<file path="config.mk">
export PLATFORM = sky130hd
export DESIGN_NAME = key_serializer
export DESIGN_NICKNAME = d
export VERILOG_FILES = /design/src/rtl/key_serializer.sv
export SDC_FILE = /design/constraint.sdc
export NUM_CORES = 1
export LEC_CHECK = 0
export CAP_MARGIN = 5
export CORE_MARGIN = 5
export CORE_UTILIZATION = 35
export DETAILED_ROUTE_END_ITERATION = 12
export GPL_ROUTABILITY_DRIVEN = 0
export REMOVE_ABC_BUFFERS = 1
export SYNTH_ARGS = -nofsm -noshare
export SYNTH_HDL_FRONTEND = slang
export SYNTH_SLANG_ARGS = --single-unit
</file>
<file path="constraint.sdc">
create_clock -name iClk -period 16.7 [get_ports iClk]
set_input_delay 3.34 -clock iClk [delete_from_list [all_inputs] [get_ports iClk]]
set_output_delay 3.34 -clock iClk [all_outputs]
set_load 0.02 [all_outputs]
</file>
<file path="src/rtl/key_serializer.sv">
// Purpose: streams a parallel 512-bit key/cipher block out one bit per transfer, word 0 first, MSB-first per word.
// Latency: first bit valid the cycle after an accepted load; oDone one cycle after the final transfer.
// Backpressure: iReady low freezes the bit, counters and state; stalls may be of any length.
module key_serializer #(
  parameter int BLOCK_W = 512,
  parameter int WORD_W  = 32
) (
  input  logic                                  iClk,
  input  logic                                  iRst,
  input  logic [BLOCK_W-1:0]                    iBlock,
  input  logic                                  iLoad,
  input  logic                                  iReady,
  output logic                                  oBit,
  output logic                                  oValid,
  output logic [$clog2(WORD_W):0]               oBit_counter,
  output logic [$clog2(BLOCK_W/WORD_W)-1:0]     oWord_counter,
  output logic                                  oWord_done,
  output logic                                  oBusy,
  output logic                                  oDone
);

  localparam int NWORDS = BLOCK_W / WORD_W;
  localparam int BCW    = $clog2(WORD_W) + 1;
  localparam int WCW    = $clog2(NWORDS);

  typedef enum logic [1:0] {
    ST_IDLE  = 2'd0,
    ST_SHIFT = 2'd1,
    ST_DONE  = 2'd2
  } state_t;

  state_t             r_state;
  state_t             w_state_nxt;
  logic [BLOCK_W-1:0] r_shift;
  logic [BCW-1:0]     r_bit_cnt;
  logic [WCW-1:0]     r_word_cnt;
  logic               r_word_done;

  logic               w_load;
  logic               w_xfer;
  logic               w_last_bit;
  logic               w_last_word;

  assign w_last_bit  = (r_bit_cnt == BCW'(WORD_W - 1));
  assign w_last_word = (r_word_cnt == WCW'(NWORDS - 1));

  // The current word always sits in r_shift[WORD_W-1:0]; its MSB is the live bit,
  // so oBit comes straight off a flop and never depends on iReady combinationally.
  assign oBit          = r_shift[WORD_W-1];
  assign oBit_counter  = r_bit_cnt;
  assign oWord_counter = r_word_cnt;
  assign oWord_done    = r_word_done;

  // State register.
  always_ff @(posedge iClk or posedge iRst) begin
    if (iRst) begin
      r_state <= ST_IDLE;
    end else begin
      r_state <= w_state_nxt;
    end
  end

  // Next-state decode and state-derived outputs; load only in IDLE, transfer only in SHIFT.
  always_comb begin
    w_state_nxt = r_state;
    oValid      = 1'b0;
    oBusy       = 1'b0;
    oDone       = 1'b0;
    w_load      = 1'b0;
    w_xfer      = 1'b0;
    case (r_state)
      ST_IDLE: begin
        if (iLoad) begin
          w_load      = 1'b1;
          w_state_nxt = ST_SHIFT;
        end
      end
      ST_SHIFT: begin
        oValid = 1'b1;
        oBusy  = 1'b1;
        w_xfer = iReady;
        if (iReady && w_last_bit && w_last_word) begin
          w_state_nxt = ST_DONE;
        end
      end
      ST_DONE: begin
        oDone       = 1'b1;
        w_state_nxt = ST_IDLE;
      end
      default: begin
        w_state_nxt = ST_IDLE;
      end
    endcase
  end

  // Datapath: capture on load; on each transfer shift within the word, or drop the
  // finished word and pull the next one down at a word boundary. Counters wrap explicitly.
  always_ff @(posedge iClk or posedge iRst) begin
    if (iRst) begin
      r_shift     <= '0;
      r_bit_cnt   <= '0;
      r_word_cnt  <= '0;
      r_word_done <= 1'b0;
    end else begin
      r_word_done <= 1'b0;
      if (w_load) begin
        r_shift    <= iBlock;
        r_bit_cnt  <= '0;
        r_word_cnt <= '0;
      end else if (w_xfer) begin
        if (w_last_bit) begin
          r_shift     <= {{WORD_W{1'b0}}, r_shift[BLOCK_W-1:WORD_W]};
          r_bit_cnt   <= '0;
          r_word_done <= 1'b1;
          r_word_cnt  <= w_last_word ? '0 : r_word_cnt + WCW'(1);
        end else begin
          r_shift   <= {r_shift[BLOCK_W-1:WORD_W], r_shift[WORD_W-2:0], 1'b0};
          r_bit_cnt <= r_bit_cnt + BCW'(1);
        end
      end
    end
  end

endmodule

</file>
### After elaboration in Yosys (flattened, before gate mapping)

Index checks and enable logic that the tools add are counted.
Widths: inputs -> output; s select.

| cells by class | value |
|---|---|
| $add $sub $neg | 2 |
| multiply operators | 0 |
| divide/modulo/power cells | 0 |
| magnitude comparators | 0 |
| equal/unequal tests | 6 |
| shift operators | 0 |
| muxes and demuxes | 21 |
| bitwise logic cells | 0 |
| reduce and logical (&&, ||, !) cells | 7 |

Operator list:

| operator | number |
|---|---|
| $mux 512 | 3 |
| $mux 6 | 3 |
| $mux 4 | 4 |
| $mux 1 | 8 |
| $add 6x1->6 const B | 1 |
| $eq 6x5->1 const B | 1 |
| $add 4x1->4 const B | 1 |
| $eq 4x4->1 const B | 1 |
| $mux 2 | 2 |
| $ne 2x2->1 const B | 2 |
| $pmux 2 s2 | 1 |
| $reduce_and 2->1 | 2 |
| $reduce_bool 2->1 | 2 |
| $eq 2x1->1 const B | 1 |
| $eq 2x2->1 const B | 1 |
| $logic_and 1x1->1 | 2 |
| $logic_not 2->1 | 1 |

| word-level totals | value |
|---|---|
| bits in registers | 525 |
| bits in latches | 0 |
| memory bits (writable) | 0 |
| bits in read-only memories | 0 |
| input port bits | 516 |
| output and inout bits | 15 |
| word-level logic and storage cells | 42 |
| memories | 0 |

### Longest topological paths before layout

| logic depth | value |
|---|---|
| word-level depth | 5 |
| depth in mapped cells | 10 |

### Worst setup path before layout

OpenSTA, ideal clock, no wires.

| path | value |
|---|---|
| kind | flip-flop to output port |
| from | reg r_state[1] |
| to | out oDone |
| arrival | 1.318 ns |
| setup slack | 12.042 ns |
| stages on the path, launching flop included | 4 |
| buffers on the path | 2 |
| cell sequence | dfrtp_1 -> clkbuf_1 -> clkbuf_1 -> nor2b_1 |

| between the ends | value |
|---|---|
| word-level cells in the longest chain between the ends | 2 |

RTL lines:

| item | RTL line | source |
|---|---|---|
| start, declared | 32 | `state_t r_state;` |
| start signal, assigned | 59 | `r_state <= w_state_nxt;` |
| $eq 2x2->1 | 71 | `case (r_state)` |
| $mux 1 | 71 |  |
| end, declared | 19 | `output logic oDone` |

No other way between the ends.

### Final worst setup path

| path | value |
|---|---|
| from | in iLoad |
| to | reg r_shift[196] |

| between the ends | value |
|---|---|
| word-level cells in the longest chain between the ends | 4 |
| elaborated cells on any way between the ends | 6 |
| classes of those cells | mux (3); reduce/logical (3) |

RTL lines:

| item | RTL line | source |
|---|---|---|
| start, declared | 11 | `input logic iLoad,` |
| $mux 1 (*) | 73 | `if (iLoad) begin` |
| $mux 1 (*) | 71 |  |
| $reduce_bool 2->1 (no line) | n/a |  |
| $reduce_and 2->1 (no line) | n/a |  |
| end signal, assigned | 107 | `r_shift <= iBlock;` |
| end signal, assigned | 112 | `r_shift <= {{WORD_W{1'b0}}, r_shift[BLOCK_W-1:WORD_W]};` |
| end signal, assigned | 117 | `r_shift <= {r_shift[BLOCK_W-1:WORD_W], r_shift[WORD_W-2:0], 1'b0};` |
| end, declared | 34 | `logic [BLOCK_W-1:0] r_shift;` |

Every way passes the cells marked *; elsewhere a longest branch is shown, timed or not.
A chain may end at the register's enable or synchronous reset.

==> reports/results.tsv <==
stage	metric	value	unit
run_status	status	finished, final reports clean	
synth	Async SR Flop Fraction	100	%
detailed_routing	final WL	72900	microns
placed_design	DP HPWL	47400	microns
power_and_ir_drop	Pwr Density	135	nW/um^2
cts	Num CTS Buffers	58	
cells_and_area	Layout area overhead	32.7	%
detailed_routing	WL met3	4430	microns
power_and_ir_drop	Max rail drop VDD	0.0820	mV
setup_path	CP top delay family	buffers and inverters	
synth	main combinational cell family by area after synthesis	simple AND/OR/NAND/NOR gates	
setup_path	WP buf/inv	4	
synth	syn_area_per_cell	9.44	sq um
detailed_routing	Pre-antenna DRT Iters	5	
setup_path	Crit path largest cell delay	970	ps
setup_path	Crit path arrival time	7930	ps
synth	Mapped Area	22900	sq um
floorplanning	I/O pin total	531	
setup_path	CP required	17230	ps
timing	Max Slew Vio Count	0	
synth	Gate Count Post-Synth	2422	
synth	Synth area leaders	dfrtp_1 57%, nand2_1 16%, a22oi_1 13%	
timing	Relative slew margins	20.0	%
timing	Final Worst Setup Slack	9300	ps
cts	CTS Buffer Depth	3	
cts	Clk Latency, worst-skew pair	610	ps
floorplanning	Die Span Y	266	microns
power_and_ir_drop	Pwr Total	4.09	mW
setup_path	critical path fanouts, max	112	
cts	Clk Tree Root Cell	clkbuf_16	
cells_and_area	FF+latch area	13100	sq um
global_route	via count of the first global-routing pass	19675	
flow_run	max-cap violations	0	
placed_design	cell area after placement	28400	sq um
timing	Final Skew	13.5	ps
timing	Hold Worst Slack	473	ps
detailed_routing	wl on met1	30600	microns
setup_path	R2R Setup Slk	11940	ps
synth	area fraction in compound gates after synthesis	16.2	%
detailed_routing	DRT antenna net count	0	
synth	post-synth top area cell	dfrtp_1	
synth	Post-synth EDFFs	0	
setup_path	FF-to-FF Start	r_state[0]	
timing	Worst-Margin Slew	1200	ps
cts	hold_buf cts	0	
detailed_routing	wire per inst	19.4	microns
synth	top cell type's share of synthesized area	57.5	%
synth	synth warn	0	
cts	Worst-path clk slew	60	ps
cts	CTS HTree Levels	2	
timing	final hold vios	0	
global_route	initial antenna violation count	29	
setup_path	CP Cell Sequence	clkdlybuf4s50_1, nor3b_4, buf_4, buf_4, buf_4, a22oi_1, nand2_1	
synth	post-synth cell types	37	
detailed_routing	Vias/cell	5.19	
synth	post-synthesis mux area share	0.832	%
floorplanning	Starting Density	35.4	%
setup_path	Critical Path End Type	flop	
global_route	largest net degree at the start of global routing	224	
cells_and_area	ratio of cells with drive above 1 in the final layout	4.12	%
detailed_routing	drt drc	0	
hold_path	Hold Crit Class	flop to flop	
global_route	GRT Total Usage	19.6	%
cells_and_area	footprint of the multi-input gates	8660	sq um
timing	Tmin final	7400	ps
cells_and_area	fillcell total	6172	
hold_path	beginning of the worst hold path	r_shift[61]	
cells_and_area	final instance area	30300	sq um
cells_and_area	Nets	3359	
timing	fin crit share	44.3	%
detailed_routing	wire length on met2	35700	microns
setup_path	critical path's most frequent cell	buf_4	
setup_path	Critical Path Start Type	primary input	
synth	Synth Area in XOR/XNOR	0.115	%
timing	Final setup viols	0	
floorplanning	Die ar.	70500	sq um
detailed_routing	Iteration-0 DRC Markers	1887	
cells_and_area	Final Util	47.0	%
global_route	global-route wire length before repair	112000	microns
setup_path	worst setup path startpoint	iLoad	
cts	CTS tree	yes	
setup_path	slowest stage cell, crit path	buf_4	
setup_path	CP Class	primary input to flop	
detailed_routing	via count	19540	
global_route	GRT overflow	0	
synth	post-synthesis adder-cell area fraction	0.109	%
floorplanning	CORE AREA	64600	sq um
cts	setup bufs post-CTS	0	
timing	RSZ-0062 raised after global routing	false	
power_and_ir_drop	leakage	14.3	nW
cts	CTS sink cnt	525	
synth	register area share after synthesis	57.5	%
synth	Post-Synth Simple-Gate Area	20.6	%
timing	Max Clk Rate	135	MHz
placed_design	Setup WS pre-CTS	8680	ps
floorplanning	row count	93	
detailed_routing	Top Layer Used	met5	
floorplanning	Die X	266	microns
cts	post-cts resize count	0	
placed_design	Port Buffer Count	530	
synth	Top FF cell, synth	dfrtp_1	
synth	Seq cells post-synth	525	
## synthesized netlist by cell type, types with 7 or more instances
cell,n
clkbuf_1,43
nand2_1,1004
mux2i_1,19
a31oi_1,21
nor2b_1,22
nand3_1,84
dfrtp_1,525
nor2_1,29
or3_1,28
buf_2,116
a21oi_1,33
o221ai_1,17
a32o_1,14
a22oi_1,405
buf_6,23
buf_4,7
## cells by family (layout without fill, tap and decap cells)
family	Yosys count	count (layout)
compound gates	499	499
simple gates	1179	1179
fa+ha+maj	2	2
xor+xnor	3	3
other cells	0	22
flops	525	525
buf+inv	195	660
mux	19	19
## sequential cells by signal, summed over array words and instances, names as in the netlist
name,flops
oWord_counter,4
r_shift,512
r_state,2
oWord_done,1
oBit_counter,6
## through the flow
step	setup TNS, ps	cells
final	0	3764
after global routing	0	3759
after CTS	0	3742
after detailed placement	0	3636
after global placement	0	3636
after floorplan	-7978250	2230
## placed cells by master, fill, tap and decap left out, types with 2 or more instances in the layout
master           instances
clkbuf_8                16
clkdlybuf4s50_1        530
a32o_1                  14
o31ai_1                  2
nand2_1               1003
or3_1                   28
o221ai_1                17
clkinv_8                 2
nand4_1                  3
clkbuf_1                15
a21oi_1                 33
buf_4                   19
clkinv_2                11
xor2_1                   3
nor2b_1                 22
buf_12                   2
clkbuf_16               59
diode_2                 22
ha_1                     2
dfrtp_1                525
nand3_1                 84
inv_8                    2
o21ai_0                  2
and3_1                   2
a22oi_1                405
nor2_1                  29
mux2i_1                 19
a31oi_1                 21
## layer usage
metal  up-vias  global-route usage [%]
met4        18                    6.30
met5         -                       0
li1       9187                       -
met3       134                    4.01
met2       582                    32.6
met1      9619                    26.1
## worst paths after layout
check                                to  cells after the start
max in group asynchronous  r_shift[340]                      5
hold / removal              r_shift[61]                      2
min in group asynchronous  r_shift[428]                      2
setup reg to reg           r_shift[451]                      6
hold reg to reg             r_shift[61]                      2
setup / recovery           r_shift[196]                      7
## layout make-up
cell class	instances	share of cell area, %
well taps	855	3.53
diodes	22	0.182
clock buffers	90	5.78
inverters	3	0.0866
multi-input cells	1702	28.6
clock inverters	16	0.446
flip-flops and latches	525	43.3
repair buffers	551	18.1
## where the power goes
part           switching [mW]  internal (mW)  total (mW)
clock network           0.529          0.735        1.26
logic                   0.383          0.369       0.753
registers               0.297           1.78        2.07
## worst min-delay path: stages (launching register included)
cell     delay (ps)
dfrtp_1         340
nand2_1          50
nand2_1          50
No activity file was read; power rests on OpenSTA's default activity.
